$ cat config.mk
export PLATFORM = sky130hd
export DESIGN_NAME = ias_cmd_tracer
export DESIGN_NICKNAME = d
export VERILOG_FILES = /design/src/rtl/ias_cmd_tracer.sv
export SDC_FILE = /design/constraint.sdc
export NUM_CORES = 1
export LEC_CHECK = 0
export ABC_AREA = 1
export CAP_MARGIN = 40
export CORE_MARGIN = 5
export CORE_UTILIZATION = 40
export DETAILED_ROUTE_END_ITERATION = 8
export HOLD_SLACK_MARGIN = 0.02
export PLACE_DENSITY = 0.7
export SLEW_MARGIN = 20
export SYNTH_ARGS = -nofsm -noshare
export SYNTH_HDL_FRONTEND = slang
export SYNTH_SLANG_ARGS = --single-unit
$ cat constraint.sdc
create_clock -name clk -period 3.4 [get_ports clk]
set_input_delay 0.68 -clock clk [delete_from_list [all_inputs] [get_ports clk]]
set_output_delay 0.68 -clock clk [all_outputs]
set_load 0.03 [all_outputs]
$ cat src/rtl/ias_cmd_tracer.sv
// Passive IAS command observer: detects each new command, waits a settle time,
// samples the IAS result and queues a trace record in a show-ahead FIFO.
module ias_cmd_tracer #(
   parameter int DEPTH  = 8,
   parameter int SETTLE = 3
) (
   input  logic                     clk,
   input  logic                     reset,
   input  logic [7:0]               opcode,
   input  logic [7:0]               address,
   input  logic [7:0]               data_in,
   input  logic [7:0]               data_out,
   input  logic                     trace_en,
   input  logic                     rd_en,
   input  logic                     clr_overflow,
   output logic                     rec_valid,
   output logic [7:0]               rec_opcode,
   output logic [7:0]               rec_address,
   output logic [7:0]               rec_data_in,
   output logic [7:0]               rec_result,
   output logic [7:0]               rec_seq,
   output logic [$clog2(DEPTH):0]   count,
   output logic                     full,
   output logic                     overflow
);
   localparam int AW = $clog2(DEPTH);
   localparam int CW = AW + 1;
   localparam int NW = $clog2(SETTLE + 1);
   localparam logic [CW-1:0] DEPTH_C  = CW'(DEPTH);
   localparam logic [NW-1:0] CNT_LOAD = NW'(SETTLE - 1);

   typedef enum logic [1:0] {ST_IDLE, ST_SETTLE, ST_CAPTURE} state_t;

   state_t        state_reg, state_next;
   logic [23:0]   cmd_t;
   logic [23:0]   prev_t_reg;
   logic [23:0]   cur_reg, cur_next;
   logic [NW-1:0] cnt_reg, cnt_next;
   logic          start;
   logic          capture;
   logic [7:0]    seq_reg;
   logic [39:0]   mem [DEPTH];
   logic [AW-1:0] wr_ptr_reg, rd_ptr_reg;
   logic [CW-1:0] count_reg;
   logic          overflow_reg;
   logic          pop, push, drop, is_full;
   logic [39:0]   head;

   assign cmd_t = {opcode, address, data_in};
   // A held command matches prev_t_reg after its first edge, so it starts only once.
   assign start = (opcode != 8'd0) && (cmd_t != prev_t_reg) && trace_en;

   always_ff @(posedge clk or posedge reset) begin
      if (reset) begin
         state_reg  <= ST_IDLE;
         cnt_reg    <= '0;
         cur_reg    <= '0;
         prev_t_reg <= '0;
      end else begin
         state_reg  <= state_next;
         cnt_reg    <= cnt_next;
         cur_reg    <= cur_next;
         prev_t_reg <= cmd_t;
      end
   end

   always_comb begin
      state_next = state_reg;
      cnt_next   = cnt_reg;
      cur_next   = cur_reg;
      capture    = 1'b0;
      case (state_reg)
         ST_IDLE: begin
            if (start) begin
               cur_next   = cmd_t;
               cnt_next   = CNT_LOAD;
               state_next = ST_SETTLE;
            end
         end
         ST_SETTLE: begin
            if (start) begin
               cur_next = cmd_t;
               cnt_next = CNT_LOAD;
            end else if (opcode == 8'd0) begin
               state_next = ST_IDLE;
            end else if (cnt_reg == '0) begin
               state_next = ST_CAPTURE;
            end else begin
               cnt_next = cnt_reg - NW'(1);
            end
         end
         ST_CAPTURE: begin
            capture = 1'b1;
            if (start) begin
               cur_next   = cmd_t;
               cnt_next   = CNT_LOAD;
               state_next = ST_SETTLE;
            end else begin
               state_next = ST_IDLE;
            end
         end
         default: state_next = ST_IDLE;
      endcase
   end

   assign is_full = (count_reg == DEPTH_C);
   assign pop     = rd_en && (count_reg != '0);
   // A pop in the same cycle frees the slot, so a full FIFO still accepts.
   assign push    = capture && (!is_full || pop);
   assign drop    = capture && is_full && !pop;

   always_ff @(posedge clk) begin
      if (push) mem[wr_ptr_reg] <= {cur_reg, data_out, seq_reg};
   end

   always_ff @(posedge clk or posedge reset) begin
      if (reset) begin
         wr_ptr_reg   <= '0;
         rd_ptr_reg   <= '0;
         count_reg    <= '0;
         seq_reg      <= '0;
         overflow_reg <= 1'b0;
      end else begin
         if (push) wr_ptr_reg <= wr_ptr_reg + AW'(1);
         if (pop)  rd_ptr_reg <= rd_ptr_reg + AW'(1);
         if (push && !pop)      count_reg <= count_reg + CW'(1);
         else if (!push && pop) count_reg <= count_reg - CW'(1);
         if (capture) seq_reg <= seq_reg + 8'd1;
         if (drop)              overflow_reg <= 1'b1;
         else if (clr_overflow) overflow_reg <= 1'b0;
      end
   end

   assign head        = (count_reg != '0) ? mem[rd_ptr_reg] : '0;
   assign rec_opcode  = head[39:32];
   assign rec_address = head[31:24];
   assign rec_data_in = head[23:16];
   assign rec_result  = head[15:8];
   assign rec_seq     = head[7:0];
   assign rec_valid   = (count_reg != '0);
   assign count       = count_reg;
   assign full        = is_full;
   assign overflow    = overflow_reg;
endmodule

==> impl_results.md <==
- Status: finished, final reports clean
- RSZ-0062 raised after global routing: no
- Pwr/cell area: 919 nW/µm²
- Mean post-synth cell area: 12.1 µm²
- Top routing layer in use: met4
- GP Congestion: 0.732
- Initial core utilization: 40.3%
- Die area: 42900 µm²
- Clock root buffer: clkbuf_16
- FF-to-FF setup slack: 0.82 ns
- Unique masters post-synth: 36
- Max-slew violation count: 0
- Yosys reg bits: 391
- CP endpoint kind: output pin
- Die H: 207 µm
- Final setup margin: 0.123 ns
- CTS Buf Count: 41
- Synth top area cells: edfxtp_1 62%, dfrtp_1 11%, nor2_1 6.6%
- H-tree levels: 2
- Post-Layout Cell Count: 1922
- Crit Path Category: reg -> out
- Post-cts sizing count: 0
- Mapped Cells: 1281
- Core Footprint: 38600 µm²
- Clock Skew: 0.00791 ns
- Post-route minimum period: 3.28 ns
- Post-synth EDFFs: 320
- Place WS: 0.426 ns
- Number of antenna violations at the first check in global routing: 0
- Clk sink count: 391
- Crit path required time: 2.72 ns
- Worst Hold Class: in -> async
- First-pass GRT wire length: 54100 µm
- M1 WL: 14800 µm
- Clock power frac: 26.5%
- Vias: 9852
- Hold Fails Final Rpt: 0
- Met3 wire len: 1870 µm
- Grt ovf: 0
- Mapped Area: 15500 µm²
- Number of global-route vias before repair: 9795
- Area Growth Syn to Fin: 20.6%
- Port Buf Inserts: 83
- Internal power: 11.1 mW
- Max FO, Critical Path: 30
- Hpwl dp: 19300 µm
- Sw frac: 35.5%
- Peak Freq: 305 MHz
- Chip width: 207 µm
- Reg clk slew, reported paths: 0.06 ns
- # IOs: 84
- Routed wire per std cell: 17.8 µm
- Leakage: 6.79 nW
- N_diodes: 0
- Synth Flop Type: edfxtp_1
- Worst hold margin: 0.507 ns
- Sequential fraction of the synthesis area: 73.3%
- Dpl cells: 1847
- Final WL: 34100 µm
- Number of detailed-routing iterations run before antenna repair: 6
- Fraction of the cycle the final worst path needs: 96.4%
- CTS tree: built
- Nets: 1417
- Met2 WL post-DR: 16900 µm
- VDD IR-drop max: 0.645 mV
- Share of cells above drive strength 1: 11.3%
- Post-Syn Nets: 1326
- Drc violations: 0
- Total power draw: 17.2 mW
- Area leader, netlist: edfxtp_1
- Arrival time at the worst endpoint: 2.60 ns
- Synth async-reset ratio: 18.2%
- Synthesis warning total: 0
- Post-CTS Hold Fix Bufs: 0
- Max reg flops: 320
- Cell Rows: 72
- Antenna-violating nets left: 0
- Max-cap violations: 0
- # Post-CTS Setup Buffers: 0
- Share of power burned in registers: 35.6%
- Setup TNS: 0 ns
- Crit start category: flip-flop
- Worst-skew pair later-pin latency: 0.52 ns
- Switching power total: 6.10 mW
- Slew HR: 60.4%
- Vias per std cell: 5.13
- Worst Tran Pin Value: 0.591 ns
- Finish-stage setup viols: 0
- Combinational share of power: 37.9%
- CTS max path bufs: 3
- Share of the synthesized area in the top cell type: 61.9%
- Initial DRC count: 821
- Largest net degree at the start of global routing: 82
- Tot GR Track Use: 15.5%
==> per-layer routing <==
layer  global-route usage (%)  vias up
li1                         -     4697
met1                     21.4     4842
met3                     2.42       40
met2                     26.3      273
met5                        0        -
met4                     3.44        0
==> layout by cell type, fill, tap and decap left out, types with 2 or more instances in the layout <==
cell type / instances
clkbuf_16: 45
buf_12: 35
bufinv_16: 4
nor2_4: 8
nand3_1: 4
dfrtp_1: 69
inv_6: 2
clkinv_1: 3
a31oi_1: 38
clkbuf_8: 4
o22ai_1: 41
a31oi_2: 2
o21ai_0: 196
ha_1: 7
inv_4: 2
xnor2_1: 5
clkbuf_1: 12
o21ai_1: 32
inv_2: 5
nand4_1: 4
buf_4: 39
or2_2: 2
clkdlybuf4s50_1: 43
nand2_1: 127
a21oi_1: 2
clkinv_2: 4
edfxtp_1: 320
inv_1: 62
nor2_1: 263
xor2_1: 9
nor3_1: 4
==> path summary, 6_finish.rpt <==
| check | from | to | depth (start not counted) |
|---|---|---|---|
| max in group asynchronous | reset | rd_ptr_reg[0] | 3 |
| min in group clk | cnt_reg[0] | cnt_reg[0] | 2 |
| max reg2reg | count[0] | count[3] | 15 |
| min reg2reg | cnt_reg[0] | cnt_reg[0] | 2 |
| min | reset | prev_t_reg[8] | 2 |
| max | rd_ptr_reg[0] | rec_address[6] | 7 |
==> through the flow <==
step / util [%] / instance area [µm²]
finish: 48.6 / 18700
global route: 48.6 / 18700
CTS: 48.5 / 18700
detailed placement: 44.9 / 17300
global placement: 44.9 / 17300
floorplan: - / 15500
==> power by group through the flow <==
stage               logic, mW  registers (mW)  clock network [mW]
floorplan                3.77            6.10                   0
global placement         6.50            6.19                   0
finish                   6.53            6.13                4.55
global route             7.11            6.19                4.85
CTS                      6.61            6.12                4.63
detailed placement       6.58            6.22                   0
==> synthesized netlist by cell type, drive strengths merged, types with 2 or more instances <==
library cell and instances:
edfxtp 320, nor2 271, o21ai 228, nand2 128
dfrtp 71, inv 68, o22ai 41, a31oi 40
buf 36, clkbuf 33, xor2 9, ha 7
nand3 6, xnor2 5, nand4 4, nor3 4
a21oi 2, or2 2
==> worst max-delay path, stage by stage, from the launching register on <==
cell	delay (ns)
dfrtp_4	0.60
inv_6	0.25
buf_4	0.29
nor2_1	0.07
o22ai_1	0.21
o21ai_1	0.09
a31oi_1	0.32
buf_4	0.23
==> cells by family after synthesis <==
| kind of cell | synth area share [%] |
|---|---|
| and+or+nand+nor | 10.4 |
| buffers and inverters | 3.96 |
| AOI/OAI and AO/OA | 10.8 |
| adders and majority gates | 0.693 |
| muxes | 0.0725 |
| DFF | 73.3 |
| xor gates and xnor gates | 0.790 |
==> area by class of cell <==
class,count,area (µm²)
Clock buffer,61,1230
Clock inverter,14,175
Fill cell,3404,19800
Inverter,69,265
Multi-Input combinational cell,752,3600
Sequential cell,391,11400
Tap cell,518,648
Timing Repair Buffer,117,1420
No activity file was read; power rests on OpenSTA's default activity.
